[config.mk]
export PLATFORM = sky130hd
export DESIGN_NAME = sm83_alu_seq
export DESIGN_NICKNAME = d
export VERILOG_FILES = /design/src/rtl/sm83_alu_seq.sv
export SDC_FILE = /design/constraint.sdc
export NUM_CORES = 1
export LEC_CHECK = 0
export CAP_MARGIN = 20
export CORE_ASPECT_RATIO = 0.6
export CORE_MARGIN = 2
export CORE_UTILIZATION = 49
export CTS_CLUSTER_DIAMETER = 150
export DETAILED_ROUTE_END_ITERATION = 8
export GPL_ROUTABILITY_DRIVEN = 0
export PLACE_DENSITY_LB_ADDON = 0.25
export SYNTH_ARGS = -nofsm -noshare
export SYNTH_HDL_FRONTEND = slang
export SYNTH_SLANG_ARGS = --single-unit
[constraint.sdc]
create_clock -name clk -period 3.3 [get_ports clk]
set_input_delay 0.66 -clock clk [delete_from_list [all_inputs] [get_ports clk]]
set_output_delay 0.66 -clock clk [all_outputs]
set_load 0.01 [all_outputs]
[src/rtl/sm83_alu_seq.sv]
// Slice-serial SM83 ALU: one ALU_WIDTH-bit carry-chain pass per clock, SLICES passes per word.
// Define SM83_ALU_DAA_EN to compile in decimal adjust (opcode 10) for the 4x2 geometry.
module sm83_alu_seq #(
  parameter int  ALU_WIDTH = 4,
  parameter int  SLICES    = 2,
  localparam int WORD_SIZE = ALU_WIDTH * SLICES
) (
  input  logic                 clk,
  input  logic                 reset,
  input  logic                 start,
  input  logic [3:0]           opcode,
  input  logic [WORD_SIZE-1:0] a,
  input  logic [WORD_SIZE-1:0] b,
  input  logic                 carry_in,
  input  logic                 sub_in,
  input  logic                 half_in,
  output logic                 busy,
  output logic                 done,
  output logic [WORD_SIZE-1:0] result,
  output logic                 carry,
  output logic                 halfcarry,
  output logic                 zero
);

  localparam int               CNT_W = (SLICES > 1) ? $clog2(SLICES) : 1;
  localparam logic [CNT_W-1:0] LAST  = CNT_W'(SLICES - 1);

  localparam logic [3:0] OP_ADD = 4'd0;
  localparam logic [3:0] OP_ADC = 4'd1;
  localparam logic [3:0] OP_SUB = 4'd2;
  localparam logic [3:0] OP_SBC = 4'd3;
  localparam logic [3:0] OP_AND = 4'd4;
  localparam logic [3:0] OP_XOR = 4'd5;
  localparam logic [3:0] OP_OR  = 4'd6;
  localparam logic [3:0] OP_CP  = 4'd7;
  localparam logic [3:0] OP_INC = 4'd8;
  localparam logic [3:0] OP_DEC = 4'd9;

  typedef enum logic {S_IDLE, S_RUN} state_t;
  typedef enum logic [2:0] {M_SUM, M_AND, M_XOR, M_OR, M_PASS} mode_t;
  typedef enum logic [2:0] {F_ADD, F_SUB, F_INC, F_DEC, F_AND, F_CLR, F_KEEP, F_DAA} flag_t;

  state_t                 state, state_nxt;
  logic                   accept, last;
  logic [CNT_W-1:0]       cnt_p0;

  // Operands captured at accept; B is already transformed into B'
  logic [WORD_SIZE-1:0]   a_p0, bp_p0, work_p0;
  mode_t                  mode_p0;
  flag_t                  flag_p0;
  logic                   keep_a_p0, cy_in_p0, daa_cy_p0, chain_p0, h0_p0;

  mode_t                  mode_d;
  flag_t                  flag_d;
  logic [WORD_SIZE-1:0]   bp_d;
  logic                   cin_d, keep_a_d, daa_cy_d;

  int                     base;
  logic [ALU_WIDTH-1:0]   a_sl, b_sl, s_sum;
  logic                   c_out;
  logic [WORD_SIZE-1:0]   word_nxt, res_fin;
  logic [1:0]             flags_fin;

  function automatic logic [ALU_WIDTH-1:0] slice_out(input mode_t m,
      input logic [ALU_WIDTH-1:0] x, input logic [ALU_WIDTH-1:0] y,
      input logic [ALU_WIDTH-1:0] s);
    case (m)
      M_SUM:   return s;
      M_AND:   return x & y;
      M_XOR:   return x ^ y;
      M_OR:    return x | y;
      default: return x;
    endcase
  endfunction

  // Returns {C, H}; subtract-type classes report borrows, i.e. inverted carries
  function automatic logic [1:0] final_flags(input flag_t f, input logic msb_c,
      input logic h0, input logic cy_in, input logic daa_cy);
    case (f)
      F_ADD:   return {msb_c, h0};
      F_SUB:   return {~msb_c, ~h0};
      F_INC:   return {cy_in, h0};
      F_DEC:   return {cy_in, ~h0};
      F_AND:   return 2'b01;
      F_CLR:   return 2'b00;
      F_DAA:   return {daa_cy, 1'b0};
      default: return {cy_in, 1'b0};
    endcase
  endfunction

`ifdef SM83_ALU_DAA_EN
  localparam bit DAA_OK = (ALU_WIDTH == 4) && (SLICES == 2);
  logic [8:0] corr;

  // Returns {high-nibble correction applied, correction byte}
  function automatic logic [8:0] daa_corr(input logic [7:0] acc, input logic n,
      input logic h, input logic c);
    logic hi, lo;
    hi = n ? c : (c || (acc > 8'h99));
    lo = n ? h : (h || (acc[3:0] > 4'd9));
    return {hi, (hi ? 4'h6 : 4'h0), (lo ? 4'h6 : 4'h0)};
  endfunction
`else
  logic unused_daa_inputs;
  assign unused_daa_inputs = ^{sub_in, half_in};
`endif

  always_comb begin
    mode_d   = M_PASS;
    flag_d   = F_KEEP;
    bp_d     = '0;
    cin_d    = 1'b0;
    keep_a_d = 1'b0;
    daa_cy_d = 1'b0;
`ifdef SM83_ALU_DAA_EN
    corr     = '0;
`endif
    case (opcode)
      OP_ADD: begin mode_d = M_SUM; flag_d = F_ADD; bp_d = b; end
      OP_ADC: begin mode_d = M_SUM; flag_d = F_ADD; bp_d = b; cin_d = carry_in; end
      OP_SUB: begin mode_d = M_SUM; flag_d = F_SUB; bp_d = ~b; cin_d = 1'b1; end
      OP_SBC: begin mode_d = M_SUM; flag_d = F_SUB; bp_d = ~b; cin_d = ~carry_in; end
      OP_CP:  begin mode_d = M_SUM; flag_d = F_SUB; bp_d = ~b; cin_d = 1'b1; keep_a_d = 1'b1; end
      OP_AND: begin mode_d = M_AND; flag_d = F_AND; bp_d = b; end
      OP_XOR: begin mode_d = M_XOR; flag_d = F_CLR; bp_d = b; end
      OP_OR:  begin mode_d = M_OR;  flag_d = F_CLR; bp_d = b; end
      OP_INC: begin mode_d = M_SUM; flag_d = F_INC; cin_d = 1'b1; end
      OP_DEC: begin mode_d = M_SUM; flag_d = F_DEC; bp_d = '1; end
`ifdef SM83_ALU_DAA_EN
      4'd10: if (DAA_OK) begin
        corr     = daa_corr(8'(a), sub_in, half_in, carry_in);
        mode_d   = M_SUM;
        flag_d   = F_DAA;
        bp_d     = sub_in ? WORD_SIZE'(~corr[7:0]) : WORD_SIZE'(corr[7:0]);
        cin_d    = sub_in;
        daa_cy_d = carry_in | (~sub_in & corr[8]);
      end
`endif
      default: ;
    endcase
  end

  always_comb begin
    state_nxt = state;
    accept    = 1'b0;
    last      = 1'b0;
    case (state)
      S_IDLE: if (start) begin
        accept    = 1'b1;
        state_nxt = S_RUN;
      end
      S_RUN: if (cnt_p0 == LAST) begin
        last      = 1'b1;
        state_nxt = S_IDLE;
      end
      default: state_nxt = S_IDLE;
    endcase
  end

  always_ff @(posedge clk or posedge reset) begin
    if (reset) state <= S_IDLE;
    else       state <= state_nxt;
  end

  assign busy = (state == S_RUN);

  always_ff @(posedge clk or posedge reset) begin
    if (reset)              cnt_p0 <= '0;
    else if (accept)        cnt_p0 <= '0;
    else if (busy && !last) cnt_p0 <= cnt_p0 + 1'b1;
  end

  // Slice k: core pass through the shared carry chain
  always_comb begin
    base     = int'(cnt_p0) * ALU_WIDTH;
    a_sl     = a_p0[base +: ALU_WIDTH];
    b_sl     = bp_p0[base +: ALU_WIDTH];
    {c_out, s_sum} = {1'b0, a_sl} + {1'b0, b_sl} + {{ALU_WIDTH{1'b0}}, chain_p0};
    word_nxt = work_p0;
    word_nxt[base +: ALU_WIDTH] = slice_out(mode_p0, a_sl, b_sl, s_sum);
    res_fin   = keep_a_p0 ? a_p0 : word_nxt;
    flags_fin = final_flags(flag_p0, c_out, h0_p0, cy_in_p0, daa_cy_p0);
  end

  always_ff @(posedge clk) begin
    if (accept) begin
      a_p0      <= a;
      bp_p0     <= bp_d;
      mode_p0   <= mode_d;
      flag_p0   <= flag_d;
      keep_a_p0 <= keep_a_d;
      cy_in_p0  <= carry_in;
      daa_cy_p0 <= daa_cy_d;
      chain_p0  <= cin_d;
    end else if (busy) begin
      chain_p0 <= c_out;
      work_p0  <= word_nxt;
      if (cnt_p0 == '0) h0_p0 <= c_out;
    end
  end

  // Completion: only the final word ever reaches the visible outputs
  always_ff @(posedge clk or posedge reset) begin
    if (reset) begin
      done      <= 1'b0;
      result    <= '0;
      carry     <= 1'b0;
      halfcarry <= 1'b0;
      zero      <= 1'b0;
    end else begin
      done <= last;
      if (last) begin
        result    <= res_fin;
        carry     <= flags_fin[1];
        halfcarry <= flags_fin[0];
        zero      <= (word_nxt == '0);
      end
    end
  end

endmodule

==> impl_metrics.py <==
metrics = {
    "power_and_ir_drop": {
        "power_density_nw_per_um2": 780.1,
        "power_leakage_nw": 1.269,
        "vdd_ir_drop_max_mv": 0.4119,
    },
    "finish": {
        "ff_latch_area_um2": 1341,
        "multi_input_area_um2": 1139,
        "final_nets": 327,
        "stdcell_count": 358,
        "antenna_cells": 0,
        "synthToLayoutAreaGrowth_pct": 18.16,
        "drive_gt1_frac": 0.06164,
        "nFillCells": 445,
    },
    "clocking": {
        "post_cts_buffers": 0,
        "cts_hold_buffers": 0,
        "cts_tree": "yes",
        "cts_buffers": 5,
        "cts_max_level": 2,
        "clock_latency_ns": 0.30,
        "cts_sinks": 47,
        "cts_resized": 0,
        "cts_root_buffer": "clkbuf_8",
        "clockBufferDepth": 2,
        "clk_pin_slew_ns": 0.08,
    },
    "placed_design": {
        "post-place-cells": 350,
        "io_buffer_count": 36,
        "post-dp-hpwl_um": 3993,
    },
    "critical_path": {
        "crit_fanout": 8,
        "r2r_start": "cnt_p0",
        "crit_path_start": "cnt_p0",
        "crit_path_max_incr_delay_ns": 0.53,
        "critPathCaptureType": "flop",
        "cp_slowest_cell": "or4_4",
        "worstPathBufferInverterCount": 1,
        "crit_chain": "mux2_2 > fa_1 > inv_1 > fa_1 > or2_1 > a311oi_1 > a31oi_1 > or4_4 > o31ai_2",
        "crit_family": "compound AO/OA/AOI/OAI gates",
        "criticalPathCategory": "flop to flop",
        "worstPathRequired_ns": 3.51,
        "crit_arrival_ns": 3.32,
        "crit_top_cell": "fa_1",
        "critPathLaunchType": "flop",
    },
    "floorplan": {
        "dieArea_um2": 5978,
        "initial_core_util": 0.5142,
        "io_pins": 39,
        "die_w_um": 98.49,
        "core_um2": 5105,
        "rows": 20,
        "dieHeight_um": 60.70,
    },
    "synthesis": {
        "synth_largest_area_cell": "edfxtp_1",
        "synthesis.area_um2": 2625,
        "synth_top_family_by_area": "compound AO/OA/AOI/OAI gates",
        "synthSimpleGateAreaFrac": 0.1406,
        "syn_avg_cell_area_um2": 10.10,
        "synth_area_leaders": "edfxtp_1 38%, dfrtp_1 13%, o21ai_0 6.3%, mux2i_1 5.0%, nand2_1 4.6%",
        "yosysTopAreaCellShare": 0.3775,
        "ys.flop_type": "edfxtp_1",
        "synth_cell_types": 50,
        "synth_xor_xnor_area_share": 0.003337,
        "synth_mux_area_frac": 0.05815,
        "yosysSeqAreaShare": 0.5110,
        "ys_top_cells_by_count": "33 x edfxtp_1, 33 x o21ai_0, 32 x nand2_1",
        "synth_seq_cells": 47,
        "syn_inst": 260,
        "synth_fa_ha_area_frac": 0.05338,
        "synth_warnings": 0,
        "synth_edf_count": 33,
        "synth_compound_area_frac": 0.1773,
        "syn-num-nets": 296,
        "synth_async_sr_flop_share": 0.2979,
    },
    "timing": {
        "relSlewSlack": 0.6059,
        "rsz0062_at_grt": "no",
        "final.min_clock_period_ns": 3.108,
        "skew_ns": 0.008168,
        "period_share": 0.9417,
        "worst_slew_pin_slew_ns": 0.5904,
        "maxSlewViolCount": 0,
        "final-hold-violation-count": 0,
        "fmax_ghz": 0.3218,
        "setup_viol": 0,
        "finalSetupTns_ns": 0,
    },
    "global_routing": {
        "grt_usage": 0.1951,
        "overflow": 0,
        "grt_first_pass_wirelength_um": 9080,
        "antenna_found_initial": 0,
        "grt_pass1_vias": 1848,
        "grt_max_degree": 24,
    },
    "drt": {
        "drc": 0,
        "wirelength_um": 5332,
        "ant_nets": 0,
        "drt-pass1-iter-count": 4,
        "viasPerCell": 5.478,
        "wl_per_cell_um": 14.89,
        "drtIter0Drc": 112,
        "num_vias": 1961,
    },
    "hold_path": {
        "min_from": "result[4]",
        "hold_path.class": "flop to flop",
    },
    "outcome": {
        "status": "complete, no violations",
    },
    "flow_run": {
        "max_cap_viol_count": 0,
    },
}
## worst min-delay path: cells and delay by family (launching register included)
family | cells | cell delay, ns
simple gates | 1 | 0.04
flops | 1 | 0.35
compound gates | 1 | 0.06
## final timing paths
| check | slack, ns | cells after the start | to |
|---|---|---|---|
| hold reg to reg | 0.48 | 2 | result[4] |
| max in group asynchronous | 2.20 | 2 | result[0] |
| setup / recovery | 0.19 | 9 | zero |
| min in group asynchronous | 0.71 | 2 | carry |
| hold / removal | 0.48 | 2 | result[4] |
| setup reg to reg | 0.19 | 9 | zero |
## power breakdown
| part | total [W] | internal, W | leakage, nW | switching, W |
|---|---|---|---|---|
| Sequential | 0.00104 | 0.000886 | 0.491 | 0.000159 |
| Clock | 0.000334 | 0.000146 | 0.0426 | 0.000188 |
| Combinational | 0.00104 | 0.000489 | 0.735 | 0.000553 |
## layout by cell type, fill, tap and decap left out, drive strengths merged, types with 2 or more instances in the layout
cell type,count
edfxtp,33
nand2b,4
fa,2
dfrtp,14
ha,8
o21ai,34
mux2i,13
buf,3
nand3b,2
nand3,3
nand2,32
a21oi,17
or4,2
a311oi,2
a31oi,4
o31ai,2
clkbuf,6
a211o,2
mux2,2
nor2b,5
clkinv,3
a21boi,2
clkdlybuf4s50,36
nor2,16
inv,19
a21o,4
or2,5
## sequential cells by signal (all words and copies together) (netlist names), 3 cells and up
signal and flops:
a_p0 8, bp_p0 8, result 8, work_p0 7, flag_p0 3, mode_p0 3
## metal layers
layer / vias to the layer above / track usage / wire length, um
li1: 987 / - / -
met1: 918 / 0.2928 / 2793
met2: 52 / 0.2945 / 2202
met3: 4 / 0.04263 / 312
met4: 0 / 0.04697 / 24
met5: - / 0 / 0
## stage by stage
stage	setup WS (ns)	total power (W)	hold WS (ns)	utilization	instance area, um2
after detailed placement	0.2469	0.002101	0.4701	0.5917	3020
after global routing	0.02099	0.002625	0.5228	0.6076	3102
after global placement	0.2887	0.002063	0.4657	0.5917	3020
after floorplan	0.1020	0.001729	0.5162	-	2626
final	0.1923	0.002420	0.4837	0.6076	3102
after CTS	0.2301	0.002437	0.4887	0.6076	3102
## cell type report
| class | count | area share |
|---|---|---|
| repair buffers | 39 | 0.1234 |
| inverters | 20 | 0.02420 |
| flip-flops and latches | 47 | 0.4324 |
| well taps | 66 | 0.02662 |
| multi-input cells | 178 | 0.3671 |
| clock buffers | 6 | 0.02340 |
| clock inverters | 2 | 0.002824 |
## cell families after synthesis
kind of cell,count (synthesis)
xor gates and xnor gates,1
adders and majority gates,10
and+or+nand+nor,75
buffers and inverters,35
DFF,47
muxes,15
AOI/OAI and AO/OA,77
No activity file was read; power rests on OpenSTA's default activity.
